### config.mk
export PLATFORM = sky130hd
export DESIGN_NAME = xbus_slave_bridge_p
export DESIGN_NICKNAME = d
export VERILOG_FILES = /design/src/rtl/xbus_slave_bridge_p.sv
export SDC_FILE = /design/constraint.sdc
export NUM_CORES = 1
export LEC_CHECK = 0
export BUFFER_PORTS_ARGS = -buffer_cell sky130_fd_sc_hd__buf_2
export CELL_PAD_IN_SITES_DETAIL_PLACEMENT = 0
export CELL_PAD_IN_SITES_GLOBAL_PLACEMENT = 1
export CORE_UTILIZATION = 47
export CTS_CLUSTER_SIZE = 28
export DETAILED_ROUTE_END_ITERATION = 10
export PLACE_DENSITY_LB_ADDON = 0.12
export SKIP_LAST_GASP = 1
export SLEW_MARGIN = 20
export SYNTH_ARGS = -nofsm -noshare
export SYNTH_HDL_FRONTEND = slang
export SYNTH_SLANG_ARGS = --single-unit
### constraint.sdc
create_clock -name clk_i -period 34.1 [get_ports clk_i]
set_input_delay 1.705 -clock clk_i [delete_from_list [all_inputs] [get_ports clk_i]]
set_output_delay 1.705 -clock clk_i [all_outputs]
set_load 0.02 [all_outputs]
### src/rtl/xbus_slave_bridge_p.sv
// xbus link-word decoder driving a Wishbone-classic master, with read-data/status return.
// Optional XBUS_WRITE_ACK_EN: writes return a status word; otherwise writes are posted.
module xbus_slave_bridge_p #(
  parameter int DBW       = 128,
  parameter int ABW       = 32,
  parameter int TO_CYCLES = 1023
) (
  input  logic              clk_i,
  input  logic              rst_i,
  output logic              cyc_o,
  output logic              stb_o,
  input  logic              ack_i,
  output logic              we_o,
  output logic [DBW/8-1:0]  sel_o,
  output logic [ABW-1:0]    adr_o,
  output logic [DBW-1:0]    dat_o,
  input  logic [DBW-1:0]    dat_i,
  input  logic [23:0]       xb_dat_i,
  input  logic              xb_txen_i,
  output logic [23:0]       xb_dat_o,
  output logic              busy_o
);

  localparam int NCH  = DBW / 16;
  localparam int SELW = DBW / 8;
  localparam logic [15:0] TO_LAST = 16'(TO_CYCLES - 1);

  typedef enum logic [1:0] {IDLE, BUS, RDATA, STAT} state_t;

  state_t           state_q;
  logic [ABW-1:0]   adr_h;
  logic [DBW-1:0]   dat_h;
  logic [DBW-1:0]   rd_q;
  logic [NCH-1:0]   pend_q;
  logic [15:0]      cnt_q;
  logic             err_q;
  logic             werr_q;
  logic             ovr_q;

  logic [3:0]       rx_op;
  logic [19:0]      rx_pl;
  logic             rx_start;
  logic             bus_end;
  logic             posted_to;
  logic [NCH-1:0]   sel_mask;
  logic [NCH-1:0]   pend_clr;
  logic [2:0]       cur_k;
  logic [15:0]      cur_chunk;

  assign rx_op    = xb_dat_i[23:20];
  assign rx_pl    = xb_dat_i[19:0];
  assign rx_start = (rx_op == 4'h3) && rx_pl[18];
  assign bus_end  = ack_i || (cnt_q == TO_LAST);

`ifdef XBUS_WRITE_ACK_EN
  assign posted_to = 1'b0;
`else
  assign posted_to = (state_q == BUS) && we_o && !ack_i && (cnt_q == TO_LAST);
`endif

  // Address and write-data holds track the link continuously; the bus cycle
  // snapshots them at start, so later updates never disturb an active cycle.
  // NOTE: sequential state is assigned with <= so every register samples pre-edge values.
  always_ff @(posedge clk_i or posedge rst_i) begin
    if (rst_i) begin
      adr_h <= '0;
      dat_h <= '0;
    end else begin
      case (rx_op)
        4'h1:    adr_h[19:0]     <= rx_pl;
        4'h2:    adr_h[ABW-1:20] <= rx_pl[ABW-21:0];
        default: begin
          for (int k = 0; k < NCH; k++)
            if (rx_op == 4'(8 + k)) dat_h[16*k +: 16] <= rx_pl[15:0];
        end
      endcase
    end
  end

  // NOTE: every always_comb output gets a default first, so no path infers a latch.
  always_comb begin
    sel_mask  = '0;
    pend_clr  = '0;
    cur_k     = '0;
    cur_chunk = '0;
    for (int k = 0; k < NCH; k++) sel_mask[k] = |sel_o[2*k +: 2];
    for (int k = NCH - 1; k >= 0; k--)
      if (pend_q[k]) cur_k = 3'(k);
    for (int k = 0; k < NCH; k++) begin
      pend_clr[k] = pend_q[k] && (cur_k != 3'(k));
      if (cur_k == 3'(k)) cur_chunk = rd_q[16*k +: 16];
    end
  end

  // The return word is gated by the slot enable in the same cycle so it lands
  // inside the window the link layer marks.
  always_comb begin
    xb_dat_o = '0;
    if (xb_txen_i) begin
      case (state_q)
        RDATA:   xb_dat_o = {4'h8 + {1'b0, cur_k}, 4'h0, cur_chunk};
        STAT:    xb_dat_o = {4'h3, 1'b0, 1'b1, 1'b1, err_q | werr_q, ovr_q, 15'h0};
        default: xb_dat_o = '0;
      endcase
    end
  end

  always_ff @(posedge clk_i or posedge rst_i) begin
    if (rst_i) begin
      state_q <= IDLE;
      cyc_o   <= 1'b0;
      stb_o   <= 1'b0;
      we_o    <= 1'b0;
      sel_o   <= '0;
      adr_o   <= '0;
      dat_o   <= '0;
      rd_q    <= '0;
      pend_q  <= '0;
      cnt_q   <= '0;
      err_q   <= 1'b0;
      werr_q  <= 1'b0;
      ovr_q   <= 1'b0;
      busy_o  <= 1'b0;
    end else begin
      case (state_q)
        IDLE: begin
          if (rx_start) begin
            cyc_o   <= 1'b1;
            stb_o   <= 1'b1;
            we_o    <= rx_pl[19];
            sel_o   <= rx_pl[SELW-1:0];
            adr_o   <= adr_h;
            dat_o   <= dat_h;
            cnt_q   <= '0;
            busy_o  <= 1'b1;
            state_q <= BUS;
          end
        end
        BUS: begin
          if (bus_end) begin
            cyc_o <= 1'b0;
            stb_o <= 1'b0;
            we_o  <= 1'b0;
            sel_o <= '0;
            err_q <= !ack_i;
            if (ack_i) rd_q <= dat_i;
            if (!we_o && ack_i) begin
              pend_q  <= sel_mask;
              state_q <= (|sel_mask) ? RDATA : STAT;
            end else if (we_o) begin
`ifdef XBUS_WRITE_ACK_EN
              state_q <= STAT;
`else
              state_q <= IDLE;
              busy_o  <= 1'b0;
              if (posted_to) werr_q <= 1'b1;
`endif
            end else begin
              state_q <= STAT;
            end
          end else begin
            cnt_q <= cnt_q + 16'd1;
          end
        end
        RDATA: begin
          if (xb_txen_i) begin
            pend_q <= pend_clr;
            if (!(|pend_clr)) state_q <= STAT;
          end
        end
        STAT: begin
          if (xb_txen_i) begin
            state_q <= IDLE;
            busy_o  <= 1'b0;
            werr_q  <= 1'b0;
          end
        end
        default: state_q <= IDLE;
      endcase

      // A new overrun wins over the clear issued by the status word it coincides with.
      if ((rx_start && state_q != IDLE) || posted_to) ovr_q <= 1'b1;
      else if (state_q == STAT && xb_txen_i)           ovr_q <= 1'b0;
    end
  end

endmodule

Word-level counts from Yosys, hierarchy flattened
Index checks and enable logic that the tools add are counted.
{"block": "word_totals", "input_bits": 156, "regBits": 496, "wordCells": 176, "output_inout_bits": 204}
{"block": "classes", "bitwise_logic": 2, "reduce_logical": 56, "n_mux": 54, "eq_ne": 39, "add_sub_neg": 2}
{"operator": "$mux W16", "count": 12}
{"operator": "$pmux W16 S2", "count": 2}
{"operator": "$pmux W24 S2", "count": 1}
{"operator": "$eq A4 B4 Y1 const B", "count": 8}
{"operator": "$mux W24", "count": 1}
{"operator": "$mux W3", "count": 8}
{"operator": "$mux W8", "count": 3}
{"operator": "$reduce_and A2 Y1", "count": 10}
{"operator": "$ne A2 B2 Y1 const B", "count": 9}
{"operator": "$reduce_or A2 Y1", "count": 9}
{"operator": "$add A16 B1 Y16 const B", "count": 1}
{"operator": "$eq A16 B10 Y1 const B", "count": 1}
{"operator": "$pmux W8 S2", "count": 1}
{"operator": "$reduce_or A16 Y1", "count": 1}
{"operator": "$logic_and A1 B1 Y1", "count": 15}
{"operator": "$mux W1", "count": 14}
{"operator": "$mux W2", "count": 7}
{"operator": "$eq A3 B3 Y1 const B", "count": 4}
{"operator": "$ne A3 B3 Y1 const B", "count": 4}
{"operator": "$reduce_and A6 Y1", "count": 2}
{"operator": "$reduce_bool A2 Y1", "count": 5}
{"operator": "$reduce_and A3 Y1", "count": 3}
{"operator": "$eq A4 B2 Y1 const B", "count": 2}
{"operator": "$pmux W2 S4", "count": 1}
{"operator": "21 further kinds", "count": 29}

Logic depth before layout (Yosys ltp)
Gate-level depths: netlist of the first run.
{"block": "logic_depth", "depth_word": 19, "mapped_depth": 9, "depth_no_buf": 7}

Least setup slack after synthesis of the first run
No wires, ideal clock.
{"block": "synth_timing", "path_type": "input -> output", "start": "in xb_txen_i", "end": "out xb_dat_o[5]", "path_stages": 5, "t_arrival_ps": 2955, "n_path_buf": 1, "required_ps": 32395, "path_slack_ps": 29440, "path_cell_list": "nand3b_1 -> a21oi_1 -> clkbuf_1 -> o221ai_1 -> o22ai_1"}
{"block": "synth_via", "elab_chain_len": 1}
{"element": "from (decl)", "line": "19", "source": "input logic xb_txen_i,"}
{"element": "$mux W24", "line": "99", "source": "if (xb_txen_i) begin"}
{"element": "to (decl)", "line": "20", "source": "output logic [23:0] xb_dat_o,"}
Every way passes these cells.

Worst setup path in the final report of the first run
{"block": "layout_timing", "start": "in xb_txen_i", "end": "out xb_dat_o[4]"}
The elaborated chain is that of the path after synthesis.

==> results of run 1 <==
power by group through the flow:
stage          Sequential, mW  Combinational, mW  Clock [mW]
3_3_place_gp            0.859              0.507           0
5_1_grt                 0.877              0.568       0.644
4_1_cts                 0.857              0.515       0.621
2_1_floorplan           0.890              0.305           0
3_5_place_dp            0.863              0.514           0
6_report                0.858              0.513       0.610
placed cells by master, fill, tap and decap left out, types with 5 or more instances in the layout:
cell / Yosys / layout
nor4_1: 5 / 5
and3_1: 6 / 6
a311oi_1: 14 / 14
nand3b_1: 18 / 18
dfrtp_1: 496 / 496
nand3_1: 14 / 14
inv_1: 41 / 39
o21ai_0: 50 / 50
nand4_1: 22 / 22
xor2_1: 8 / 8
diode_2: 0 / 9
buf_2: 30 / 358
o311a_1: 14 / 14
nand2b_1: 8 / 7
mux2_2: 162 / 162
clkbuf_16: 0 / 53
a22o_1: 18 / 18
a21oi_1: 42 / 41
bufinv_16: 0 / 7
clkinv_2: 0 / 12
buf_4: 5 / 22
o22ai_1: 8 / 8
nor2_1: 37 / 36
o22ai_2: 8 / 8
nor3_1: 9 / 5
o221ai_1: 16 / 16
a22oi_1: 15 / 15
clkbuf_8: 0 / 9
nand2_1: 848 / 848
clkbuf_1: 89 / 6
sequential cells by signal, indices dropped and copies added (netlist names), 8 cells and up, named ones only:
| register | flops |
|---|---|
| adr_h | 32 |
| adr_o | 32 |
| cnt_q | 16 |
| dat_h | 128 |
| dat_o | 128 |
| pend_q | 8 |
| rd_q | 128 |
| sel_o | 16 |
routing by layer:
metal	vias up	GRT usage (%)
li1	7392	-
met4	8	10.7
met1	8001	38.6
met3	96	6.97
met2	464	41.2
met5	-	0
metrics by stage:
stage,cell area (um2),hold WS (ps),util [%]
2_1_floorplan,20700,433,-
3_3_place_gp,22900,443,52.8
3_5_place_dp,22900,448,52.8
4_1_cts,24700,461,57.2
5_1_grt,24800,482,57.3
6_report,24800,458,57.3
cell type report:
type                            count  area (um2)  area share, %
Multi-Input combinational cell   1383        7580           30.6
Inverter                           41         164          0.661
Clock buffer                       68        1470           5.94
Timing Repair Buffer              382        2000           8.09
Antenna cell                        9        22.5         0.0909
Sequential cell                   496       12400           50.1
Clock inverter                     30         404           1.63
Tap cell                          585         732           2.95
kinds of logic after synthesis:
| logic type | count (synthesis) |
|---|---|
| compound gates | 212 |
| xor+xnor | 9 |
| fa+ha+maj | 3 |
| buf+inv | 184 |
| flops | 496 |
| mux | 163 |
| other cells | 1 |
| simple gates | 995 |
worst paths after layout:
path / cells after the start / slack [ps] / to
setup / recovery: 7 / 28770 / xb_dat_o[4]
hold / removal: 2 / 460 / adr_o[25]$_DFFE_PP0P_
setup reg to reg: 5 / 31020 / rd_q[28]$_DFFE_PP0P_
hold reg to reg: 2 / 460 / adr_o[25]$_DFFE_PP0P_
max in group asynchronous: 5 / 30490 / rd_q[113]$_DFFE_PP0P_
min in group asynchronous: 2 / 1180 / dat_o[2]$_DFFE_PP0P_
worst register-to-register path, delay by kind of cell, from the launching register on:
| family | cells | cell delay, ps |
|---|---|---|
| AND/OR/NAND/NOR | 2 | 820 |
| buffers and inverters | 2 | 1480 |
| AO/OA/AOI/OAI | 1 | 140 |
| flip-flops | 1 | 550 |
==> results.sh, run 1 <==
export IMPL_ys_top_cells_by_count="nand2_1 (848), dfrtp_1 (496), mux2_2 (162), clkbuf_1 (89), o21ai_0 (50)"
export IMPL_area_growth_pct=19.7
export IMPL_hold_path_class="reg2reg"
export IMPL_muxShareOfSynthArea_pct=8.86
export IMPL_synth_edf_count=0
export IMPL_wl_met3_um=4700
export IMPL_synth_nets=2221
export IMPL_grt_pass1_vias=15600
export IMPL_grt_pass1_wl_um=93000
export IMPL_slew_headroom_pct=26.2
export IMPL_cts_reportedPaths_clkPinSlew_ps=60
export IMPL_combPwrFrac_pct=25.9
export IMPL_cts_hold_buf=0
export IMPL_start_util_pct=47.9
export IMPL_cellPowerDensity_nw_per_um2=79.9
export IMPL_startpoint="xb_txen_i"
export IMPL_dp_hpwl_um=41000
export IMPL_portBuffers=358
export IMPL_slew_violations=0
export IMPL_crit_required_ps=32390
export IMPL_antenna_found_initial=14
export IMPL_crit_path_frequent_cell="buf_2"
export IMPL_cellLeakagePower_nw=13.0
export IMPL_synth_xor_area_share_pct=0.381
export IMPL_synthTopCellsByArea="dfrtp_1 (60%), nand2_1 (15%), mux2_2 (8.8%), clkbuf_1 (1.6%), o21ai_0 (1.2%)"
export IMPL_fmax_mhz=188
export IMPL_worst_slew_pin_slew_ps=1100
export IMPL_post_drt_via_cell_ratio=5.33
export IMPL_wl_met2_um=28100
export IMPL_final_cells=2994
export IMPL_setup_viol_count_final=0
export IMPL_die_area_um2=44900
export IMPL_p_clk_share_pct=30.8
export IMPL_cpLargestDelayFamily="compound AO/OA/AOI/OAI gates"
export IMPL_fin_nets=2515
export IMPL_switchingPower_mw=0.678
export IMPL_internal_power_mw=1.30
export IMPL_synth_main_ff_cell="dfrtp_1"
export IMPL_swShare_pct=34.2
export IMPL_critPathLaunchType="input port"
export IMPL_clkLatencyLatePin_ps=630
export IMPL_grt_max_degree=187
export IMPL_drc=0
export IMPL_setup_tns_ps=0
export IMPL_crit_path_max_incr_delay_ps=540
export IMPL_arrival_ps=3630
export IMPL_dr_max_layer_used="met5"
export IMPL_fin_crit_ps=5330
export IMPL_synth_compound_area_share_pct=7.27
export IMPL_cts_root_buf="clkbuf_16"
export IMPL_cts_buffers=53
export IMPL_maxCapViolations=0
export IMPL_synth_seq_area_share_pct=59.9
export IMPL_cp_end_kind="output port"
export IMPL_rsz0062_at_grt="false"
export IMPL_yosysTopAreaCell="dfrtp_1"
export IMPL_met1_length_um=26700
export IMPL_core_area_um2=43300
export IMPL_ys_seq_elements=496
export IMPL_dpl_worst_slack_ps=28380
export IMPL_clk_path_buf_depth=3
export IMPL_cts_htree_levels=2
export IMPL_fill_cells=3887
export IMPL_drtPass1Iterations=5
export IMPL_synth_top_family_by_area="simple AND/OR/NAND/NOR gates"
export IMPL_yosys_cell_types_count=62
export IMPL_syn_area_um2=20700
export IMPL_synth_top_area_share_pct=59.9
export IMPL_crit_slowest_cell="a21oi_2"
export IMPL_crit_type="in2out"
export IMPL_synth_simple_area_share_pct=19.7
export IMPL_fp_dieW_um=212
export IMPL_synth_async_sr_flop_share_pct=100
export IMPL_grt_usage_pct=27.6
export IMPL_status="finished, final reports clean"
export IMPL_dp_cells=2886
export IMPL_drt_wl_total_um=61300
export IMPL_gp_congestion=0.945
export IMPL_yosys_warnings=0
export IMPL_seqPwrFrac_pct=43.3
export IMPL_finClkSkew_ps=27.2
export IMPL_syn_area_per_cell_um2=10.0
export IMPL_wire_per_inst_um=20.5
export IMPL_drt_antenna_violating_nets=0
export IMPL_finalHoldViolCount=0
export IMPL_drt_first_iter_violations=1254
export IMPL_critPathBufInv=3
export IMPL_num_rows=76
export IMPL_total_power_mw=1.98
export IMPL_overflow=0
export IMPL_vdd_drop_max_mv=0.0462
export IMPL_synthMostInstantiatedCell="nand2_1"
export IMPL_hold_path_startpoint="adr_h[25]$_DFFE_PP0P_"
export IMPL_die_h_um=212
export IMPL_syn_inst=2063
export IMPL_synthAdderAreaFrac_pct=0.169
export IMPL_cts_tree="built"
export IMPL_final_period_utilization_pct=15.6
export IMPL_setup_slack_ps=28770
export IMPL_cts_resized=0
export IMPL_crit_fanout=24
export IMPL_drive_gt1_share_pct=27.7
export IMPL_ios=360
export IMPL_path_cells="buf_2 > nand3b_1 > buf_4 > a21oi_2 > o221ai_1 > o22ai_1 > buf_2"
export IMPL_postCtsSetupBuffers=0
export IMPL_cts_sinks=496
export IMPL_vias=16000
(Power assumes the default switching activity.)
==> inputs of run 2 (changes only) <==
--- a/config.mk
+++ b/config.mk
@@ -5,10 +5,11 @@
 export SDC_FILE = /design/constraint.sdc
 export NUM_CORES = 1
 export LEC_CHECK = 0
+export ABC_AREA = 1
 export BUFFER_PORTS_ARGS = -buffer_cell sky130_fd_sc_hd__buf_2
 export CELL_PAD_IN_SITES_DETAIL_PLACEMENT = 0
 export CELL_PAD_IN_SITES_GLOBAL_PLACEMENT = 1
-export CORE_UTILIZATION = 47
+export CORE_UTILIZATION = 38
 export CTS_CLUSTER_SIZE = 28
 export DETAILED_ROUTE_END_ITERATION = 10
 export PLACE_DENSITY_LB_ADDON = 0.12
==> constraint.sdc (replaced) <==
create_clock -name clk_i -period 4.6 [get_ports clk_i]
set_input_delay 0.23 -clock clk_i [delete_from_list [all_inputs] [get_ports clk_i]]
set_output_delay 0.23 -clock clk_i [all_outputs]
set_load 0.02 [all_outputs]
==> run 2 against run 1 <==
  * Flip-flop and latch count stayed put
  * Synthesized area is 3.0% lower
  * Clock power grew to 7.1 times the previous value
  * Critical path type is now reg2out
  * Critical endpoint is now xb_dat_o[10]
==> results.sh, run 2 <==
export IMPL_crit_fanout=15
export IMPL_area_growth_pct=28.2
export IMPL_drive_gt1_share_pct=17.5
export IMPL_final_cells=3525
export IMPL_clkLatencyLatePin_ps=600
export IMPL_setup_tns_ps=0
export IMPL_rsz0062_at_grt="false"
export IMPL_gp_congestion=0.863
export IMPL_cellPowerDensity_nw_per_um2=647
export IMPL_cts_root_buf="clkbuf_16"
export IMPL_status="finished, final reports clean"
export IMPL_vias=17000
export IMPL_synth_async_sr_flop_share_pct=100
export IMPL_post_drt_via_cell_ratio=4.82
export IMPL_portBuffers=358
export IMPL_dp_cells=3270
export IMPL_cts_sinks=496
export IMPL_cellLeakagePower_nw=13.8
export IMPL_cp_end_kind="output port"
export IMPL_ys_top_cells_by_count="nand2_1 (1,006), dfrtp_1 (496), o21ai_0 (312), inv_1 (183), clkbuf_1 (76)"
export IMPL_die_area_um2=53800
export IMPL_yosys_warnings=0
export IMPL_overflow=0
export IMPL_finClkSkew_ps=11.0
export IMPL_fmax_mhz=274
export IMPL_num_rows=83
export IMPL_cts_reportedPaths_clkPinSlew_ps=60
export IMPL_crit_type="reg2out"
export IMPL_setup_viol_count_final=0
export IMPL_clk_path_buf_depth=3
export IMPL_fin_nets=2953
export IMPL_synth_seq_area_share_pct=61.8
export IMPL_finalHoldViolCount=0
export IMPL_cts_tree="built"
export IMPL_grt_pass1_wl_um=96300
export IMPL_crit_path_max_incr_delay_ps=710
export IMPL_vdd_drop_max_mv=0.393
export IMPL_syn_area_um2=20100
export IMPL_fill_cells=5109
export IMPL_yosys_cell_types_count=36
export IMPL_grt_pass1_vias=16500
export IMPL_maxCapViolations=0
export IMPL_slew_violations=0
export IMPL_synth_nets=2484
export IMPL_worst_slew_pin_slew_ps=1020
export IMPL_ys_seq_elements=496
export IMPL_hold_path_class="in2reg"
export IMPL_syn_inst=2326
export IMPL_wire_per_inst_um=17.7
export IMPL_core_area_um2=51800
export IMPL_critPathLaunchType="register"
export IMPL_start_util_pct=38.8
export IMPL_drt_wl_total_um=62500
export IMPL_path_cells="inv_2 > nand2_2 > nor3_2 > nor2_8 > inv_4 > nand3_2 > o21ai_0 > nor3_1 > nand4_1 > nand2_1 > inv_1 > buf_2"
export IMPL_grt_max_degree=174
export IMPL_grt_usage_pct=23.6
export IMPL_arrival_ps=3420
export IMPL_drc=0
export IMPL_cts_resized=0
export IMPL_postCtsSetupBuffers=0
export IMPL_final_common_cell="nand2_1"
export IMPL_dp_hpwl_um=40500
export IMPL_reg_top3="dat_h: 128 flops, dat_o: 128 flops, rd_q: 128 flops"
export IMPL_synthMostInstantiatedCell="nand2_1"
export IMPL_crit_required_ps=4370
export IMPL_synth_main_ff_cell="dfrtp_1"
export IMPL_die_h_um=232
export IMPL_synth_edf_count=0
export IMPL_antenna_found_initial=11
export IMPL_syn_area_per_cell_um2=8.64
export IMPL_crit_slowest_cell="o21ai_0"
export IMPL_ios=360
export IMPL_synthTopCellsByArea="dfrtp_1 (62%), nand2_1 (19%), o21ai_0 (7.8%), inv_1 (3.4%), clkbuf_1 (1.4%)"
export IMPL_drt_antenna_violating_nets=0
export IMPL_yosysTopAreaCell="dfrtp_1"
export IMPL_cts_htree_levels=2
export IMPL_slew_headroom_pct=31.7
export IMPL_cts_buffers=54
export IMPL_final_cell_mix="nand2_1 (1,005), dfrtp_1 (496), buf_2 (358), o21ai_0 (312), inv_1 (182)"
export IMPL_cts_hold_buf=149
export IMPL_fp_dieW_um=232
export IMPL_final_period_utilization_pct=79.4
export IMPL_drtPass1Iterations=8
export IMPL_drt_first_iter_violations=1306
export IMPL_fin_crit_ps=3650
export IMPL_synth_top_area_share_pct=61.8
-- run 2: final timing paths --
kind,endpoint,from,slack (ps),cells past startpoint
worst max-delay path,xb_dat_o[10],pend_q[6]$_DFFE_PP0P_,950,12
worst max register to register,rd_q[73]$_DFFE_PP0P_,state_q[0]$_DFFE_PP0P_,1750,8
worst min-delay path,state_q[0]$_DFFE_PP0P_,ack_i,120,4
max in group asynchronous,adr_o[17]$_DFFE_PP0P_,rst_i,2930,4
worst min register to register,rd_q[119]$_DFFE_PP0P_,rd_q[119]$_DFFE_PP0P_,460,2
min in group asynchronous,dat_o[7]$_DFFE_PP0P_,rst_i,290,3
-- run 2: area by class of cell --
type	instances	area (um2)	area share (%)
Inverter	193	738	2.87
Clock buffer	84	1670	6.46
Tap cell	680	851	3.30
Multi-Input combinational cell	1527	6520	25.3
Timing Repair Buffer	523	3440	13.4
Clock inverter	16	126	0.490
Antenna cell	6	15.0	0.0583
Sequential cell	496	12400	48.2
-- run 2: worst max-delay path: cells and delay by family (launching register included) --
| family | cells | cell delay (ps) |
|---|---|---|
| buffers and inverters | 4 | 400 |
| and+or+nand+nor | 7 | 1320 |
| DFF | 1 | 390 |
| AOI/OAI and AO/OA | 1 | 710 |
-- run 2: report_power, final --
part	switching, mW	internal, mW
sequential	0.788	5.77
combinational	4.06	1.72
clock	1.80	2.54
-- run 2: metal layers --
metal | vias up | wire length (um) | GRT usage, %
li1 | 8209 | - | -
met1 | 8201 | 29100 | 34.0
met2 | 467 | 27100 | 34.3
met3 | 100 | 4440 | 5.77
met4 | 0 | 1820 | 8.08
met5 | - | 0 | 0
-- run 2: stage by stage --
stage	worst slack, ps	power, mW	utilization (%)	hold slack [ps]	instance area, um2
floorplan	-2360	10.1	-	347	20100
global placement	1630	12.2	43.3	383	22500
detailed placement	1570	12.3	43.3	376	22500
CTS	1000	16.8	49.7	68.8	25700
global route	719	17.8	49.7	151	25800
finish	946	16.7	49.7	123	25800
-- run 2: logic make-up after synthesis --
group,Yosys count,share of synthesized area (%)
simple gates,1148,22.5
flops,496,61.8
compound gates,370,9.37
buf+inv,303,5.91
xor+xnor,5,0.218
fa+ha+maj,2,0.125
other cells,1,0.0187
mux,1,0.0560
